--- config.mk ---
export PLATFORM = sky130hd
export DESIGN_NAME = wave_seq_player
export DESIGN_NICKNAME = d
export VERILOG_FILES = /design/src/rtl/wave_seq_player.sv
export SDC_FILE = /design/constraint.sdc
export NUM_CORES = 2
export LEC_CHECK = 0
export CAP_MARGIN = 20
export CORE_MARGIN = 4
export CORE_UTILIZATION = 36
export DETAILED_ROUTE_END_ITERATION = 7
export PLACE_DENSITY = 0.49
export SYNTH_ARGS = -nofsm -noshare
export SYNTH_HDL_FRONTEND = slang
export SYNTH_SLANG_ARGS = --single-unit
--- constraint.sdc ---
create_clock -name clk -period 7.5 [get_ports clk]
set_input_delay 0.75 -clock clk [delete_from_list [all_inputs] [get_ports clk]]
set_output_delay 0.75 -clock clk [all_outputs]
set_load 0.005 [all_outputs]
--- src/rtl/wave_seq_player.sv ---
// Segment-table waveform player: plays a list of (level, duration) hold segments
// to the printhead DAC for a one-hot request and answers with a one-cycle wave_end.
module wave_seq_player #(
    parameter int DAC_W  = 12,
    parameter int DUR_W  = 16,
    parameter int SEG_N  = 8,
    parameter int WAVE_N = 12
) (
    input  logic                   clk,
    input  logic                   rstn,
    // Request protocol: wave_req is a one-cycle pulse with wave_sel valid in the
    // same cycle. It is accepted only while busy is low; every accepted request
    // (good or bad select) is answered by exactly one wave_end pulse unless reset
    // intervenes. Requests while busy are dropped and flagged on seq_err.
    input  logic                   wave_req,
    input  logic [WAVE_N-1:0]      wave_sel,
    input  logic                   abort,
    input  logic                   cfg_we,
    input  logic [6:0]             cfg_addr,
    input  logic [DUR_W+DAC_W-1:0] cfg_wdata,
    output logic [DAC_W-1:0]       dac_data,
    output logic                   dac_valid,
    output logic                   wave_end,
    output logic                   busy,
    output logic [3:0]             cur_wave,
    output logic                   seq_err,
    output logic [1:0]             err_code,
    // Debug view of the sequencer: 0 IDLE, 1 LOAD, 2 PLAY, 3 DONE.
    output logic [1:0]             fsm_state
);

    localparam int SEG_W = $clog2(SEG_N);
    localparam int CNT_W = $clog2(WAVE_N + 1);

    localparam logic [1:0] ERR_BUSY  = 2'd1;
    localparam logic [1:0] ERR_SEL   = 2'd2;
    localparam logic [1:0] ERR_ABORT = 2'd3;

    typedef enum logic [1:0] {
        S_IDLE = 2'd0,
        S_LOAD = 2'd1,
        S_PLAY = 2'd2,
        S_DONE = 2'd3
    } state_t;

    state_t           state;
    logic [SEG_W-1:0] seg;
    logic [DUR_W-1:0] cnt;

    logic [DUR_W-1:0] tbl_dur [WAVE_N][SEG_N];
    logic [DAC_W-1:0] tbl_lvl [WAVE_N][SEG_N];

    logic [3:0]       wr_wave;
    logic [SEG_W-1:0] wr_seg;
    logic             wr_ok;

    logic [CNT_W-1:0] sel_cnt;
    logic [3:0]       sel_idx;
    logic             sel_ok;

    logic [SEG_W-1:0] seg_nxt;
    logic [SEG_W-1:0] rd_seg;
    logic             seg_last;
    logic [DUR_W-1:0] rd_dur;
    logic [DAC_W-1:0] rd_lvl;

    assign fsm_state = state;

    assign wr_wave = cfg_addr[6:3];
    assign wr_seg  = cfg_addr[SEG_W-1:0];
    assign wr_ok   = int'(wr_wave) < WAVE_N;

    always_ff @(posedge clk or negedge rstn) begin
        if (!rstn) begin
            for (int w = 0; w < WAVE_N; w++) begin
                for (int s = 0; s < SEG_N; s++) begin
                    tbl_dur[w][s] <= '0;
                    tbl_lvl[w][s] <= '0;
                end
            end
        end else if (cfg_we && wr_ok) begin
            tbl_dur[wr_wave][wr_seg] <= cfg_wdata[DUR_W+DAC_W-1:DAC_W];
            tbl_lvl[wr_wave][wr_seg] <= cfg_wdata[DAC_W-1:0];
        end
    end

    always_comb begin
        sel_cnt = '0;
        sel_idx = '0;
        for (int i = 0; i < WAVE_N; i++) begin
            if (wave_sel[i]) begin
                sel_cnt = sel_cnt + CNT_W'(1);
                sel_idx = 4'(i);
            end
        end
    end

    assign sel_ok = (sel_cnt == CNT_W'(1));

    // LOAD reads the current segment; PLAY looks ahead to the next one so the
    // following level is loaded on the same edge the current one expires.
    assign seg_nxt  = seg + SEG_W'(1);
    assign seg_last = (seg == SEG_W'(SEG_N - 1));
    assign rd_seg   = (state == S_LOAD) ? seg : seg_nxt;
    assign rd_dur   = tbl_dur[cur_wave][rd_seg];
    assign rd_lvl   = tbl_lvl[cur_wave][rd_seg];

    always_ff @(posedge clk or negedge rstn) begin
        if (!rstn) begin
            state     <= S_IDLE;
            seg       <= '0;
            cnt       <= '0;
            dac_data  <= '0;
            dac_valid <= 1'b0;
            wave_end  <= 1'b0;
            busy      <= 1'b0;
            cur_wave  <= '0;
            seq_err   <= 1'b0;
            err_code  <= '0;
        end else begin
            seq_err <= 1'b0;
            case (state)
                S_IDLE: begin
                    if (wave_req) begin
                        busy <= 1'b1;
                        if (sel_ok) begin
                            cur_wave <= sel_idx;
                            seg      <= '0;
                            state    <= S_LOAD;
                        end else begin
                            state    <= S_DONE;
                            wave_end <= 1'b1;
                            seq_err  <= 1'b1;
                            err_code <= ERR_SEL;
                        end
                    end
                end
                S_LOAD, S_PLAY: begin
                    if (abort) begin
                        state     <= S_DONE;
                        wave_end  <= 1'b1;
                        dac_valid <= 1'b0;
                        seq_err   <= 1'b1;
                        err_code  <= ERR_ABORT;
                    end else begin
                        if (wave_req) begin
                            seq_err  <= 1'b1;
                            err_code <= ERR_BUSY;
                        end
                        if (state == S_PLAY && cnt != '0) begin
                            cnt <= cnt - DUR_W'(1);
                        end else if (rd_dur == '0 || (state == S_PLAY && seg_last)) begin
                            state     <= S_DONE;
                            wave_end  <= 1'b1;
                            dac_valid <= 1'b0;
                        end else begin
                            if (state == S_PLAY) begin
                                seg <= seg_nxt;
                            end
                            dac_data  <= rd_lvl;
                            dac_valid <= 1'b1;
                            cnt       <= rd_dur - DUR_W'(1);
                            state     <= S_PLAY;
                        end
                    end
                end
                S_DONE: begin
                    wave_end  <= 1'b0;
                    dac_data  <= '0;
                    dac_valid <= 1'b0;
                    busy      <= 1'b0;
                    state     <= S_IDLE;
                    if (wave_req) begin
                        seq_err  <= 1'b1;
                        err_code <= ERR_BUSY;
                    end
                end
                default: state <= S_IDLE;
            endcase
        end
    end

endmodule

==> results.yml <==
place:
  dp.cells: 12226
  hpwl_um: 236000
  io_buffers: 75
  finalWeightedCongestion: 0.827
global_route:
  use_met2_pct: 36.5
  use_met3_pct: 3.32
  grt_pass1_wl_um: 580000
  grt_max_degree: 184
  grt_overflow: 0
  met1_usage_pct: 30.9
  grt_pass1_vias: 77525
  grt-busiest-layer: "met2"
  grt_usage_pct: 22.2
  antenna_found_initial: 29
floorplan:
  die_x_um: 598
  io_pins: 76
  core_area_um2: 346000
  rows: 216
  start_util_pct: 36.2
  dieArea_um2: 358000
  die_h_um: 598
clocking:
  clk_pin_slew_ps: 60
  cts.sinks: 2731
  cts_tree: "done"
  clockBufferDepth: 4
  clockRootBuffer: "clkbuf_16"
  htreeDepth: 5
  clkLatencyLatePin_ps: 920
  cts_buffers: 314
layout:
  fin_nets: 8047
  syn_to_final_growth_pct: 13.5
  final_cells: 12805
  n_fill_cell: 31390
  final_cell_mix: "dfrtp_1 (2728), mux2_2 (2702), mux4_2 (717)"
  drive_gt1_share_pct: 53.2
  final_common_cell: "dfrtp_1"
detailed_routing:
  drt_iter0_markers: 5443
  vias: 72661
  drtAntennaViolNets: 0
  drc: 0
  vias_per_cell: 5.67
  wl_um: 400000
  wl_per_cell_um: 31.2
  firstDrtPassIters: 6
synthesis:
  async_flop_share_pct: 100
  yosys.area.top_type_share_pct: 54.5
  avgSynthCellArea_um2: 15.6
  synth_area_um2: 125000
  yosysTopAreaCell: "dfrtp_1"
  synth_cell_types: 81
  synth.net_count: 8109
  synthFlopType: "dfrtp_1"
  synth.yosys.seq_area_share_pct: 54.5
  ys_warn_count: 0
  ys_ff_latch: 2731
  synth_edf_count: 0
  synthCells: 8039
  synth_area_leaders: "dfrtp_1 (54%), mux2_2 (24%), mux4_2 (13%)"
min_path:
  min_path_type: "in2reg"
  min_to: "tbl_dur[1355]"
  worstHoldStart: "cfg_wdata[23]"
  hold_depth: 2
setup_path:
  reg2reg_depth: 14
  path_max_fanout: 3
  start_kind: "input port"
  slowest_stage: "a2111o_1"
  cp-end-kind: "flop"
  critPathKind: "in2reg"
  arrival_ps: 8050
  cp.required_ps: 8310
  cp_slowest_stage_delay_ps: 510
  cpMostUsedCell: "ha_1"
  regToRegEndpoint: "cnt[0]"
  ff2ff_setup_slack_ps: 1290
  r2r-start: "fsm_state[1]"
timing:
  clock-skew-final_ps: 47.0
  fin_crit_sh_pct: 96.5
  fin_crit_ps: 7240
  finalSetupViolCount: 0
  hold_violations: 0
  max_freq_ghz: 0.138
  slew_headroom_pct: 22.1
  setup_tns_ps: 0
  slew_violations: 0
  worst_pin_slew_ps: 1170
outcome:
  status: "finished, final reports clean"
job:
  drv_cap: 0
power:
  ir_drop_mv: 0.336
  p_leak_uw: 0.0673
  powerDensity_nw_per_um2: 318
report_power, final:
part | internal [µW] | leakage (µW) | switching, µW
combinational | 5200 | 0.0248 | 8050
sequential | 15800 | 0.0373 | 718
clock | 9220 | 0.00513 | 6270
worst max-delay path: cells and delay by family:
family          cells  cell delay, ps
fa+ha+maj          10            2750
compound gates      9            1790
simple gates       11            1560
buf+inv             3             600
mux                 2             600
routing by layer:
metal | wire [µm] | vias up | part of all wire [%]
li1 | - | 29922 | -
met1 | 178000 | 40612 | 45
met2 | 193000 | 1599 | 48
met3 | 17700 | 524 | 4.4
met4 | 10800 | 4 | 2.7
met5 | 34 | - | 0.0085
cells in the mapped netlist (11+ instances only):
cell type,instances
a21oi_1,49
a22oi_1,56
a31oi_1,12
and3_1,11
buf_1,23
buf_2,100
buf_4,41
buf_6,15
clkbuf_1,570
dfrtp_1,2731
ha_1,18
inv_1,28
mux2_2,2704
mux2i_1,180
mux4_2,717
nand2_1,229
nand3_1,112
nand4_1,33
nor2_1,102
nor2b_1,17
nor3_1,31
nor4_1,19
o21ai_0,32
o22ai_1,30
xnor2_1,16
xor2_1,13
through the flow:
step | setup slack, ps | hold slack [ps] | power, µW | utilization [%] | area [µm²]
after floorplan | 32.8 | 454 | 24800 | - | 125000
after detailed placement | -972 | 487 | 30100 | 38.0 | 132000
after global placement | -991 | 481 | 30000 | 38.0 | 132000
after CTS | 0.385 | 86.2 | 45800 | 41.0 | 142000
final | 260 | 161 | 45300 | 41.1 | 142000
after global routing | -71.9 | 105 | 47200 | 41.1 | 142000
flip-flops by register name (all words and copies together) (netlist names):
| name | flops |
|---|---|
| busy | 1 |
| seg | 3 |
| tbl_lvl | 1152 |
| tbl_dur | 1536 |
| dac_data | 12 |
| cur_wave | 4 |
| wave_end | 1 |
| seq_err | 1 |
| fsm_state | 2 |
| cnt | 16 |
| err_code | 2 |
| dac_valid | 1 |
timing repair:
action	CTS	global route
setup buffers	0	5
hold buffers	1	0
pin swaps	2	10
endpoints found under the hold margin	93	0
gates resized for setup	1	16
endpoints found under the setup margin	7	12
final cells by class:
| class | instances | area (µm²) | area share [%] |
|---|---|---|---|
| flip-flops and latches | 2731 | 68400 | 48.0 |
| multi-input cells | 4530 | 54300 | 38.2 |
| clock buffers | 489 | 9630 | 6.76 |
| well taps | 4578 | 5730 | 4.02 |
| repair buffers | 371 | 3440 | 2.41 |
| clock inverters | 66 | 753 | 0.529 |
| inverters | 29 | 109 | 0.0764 |
| diodes | 11 | 27.5 | 0.0193 |
cells by family after synthesis:
family	count (synthesis)	synth area share, %
XOR/XNOR	36	0.319
AND/OR/NAND/NOR	596	2.21
AO/OA/AOI/OAI	278	1.58
buffers and inverters	778	2.64
adder cells (fa/ha/maj)	18	0.180
flip-flops	2731	54.5
multiplexers	3602	38.6
how the worst max path moves through the flow:
stage	from	end	slack, ps	cells past startpoint
after floorplan	wave_sel[0]	cur_wave[0]	30	33
after global placement	wave_sel[0]	cur_wave[2]	-990	34
after detailed placement	wave_sel[0]	seg[2]	-970	34
after CTS	wave_sel[0]	seg[2]	0.4	34
after global routing	wave_sel[0]	seg[1]	-70	35
final	wave_sel[0]	seg[1]	260	35
Power figures use the tool's default switching activity.
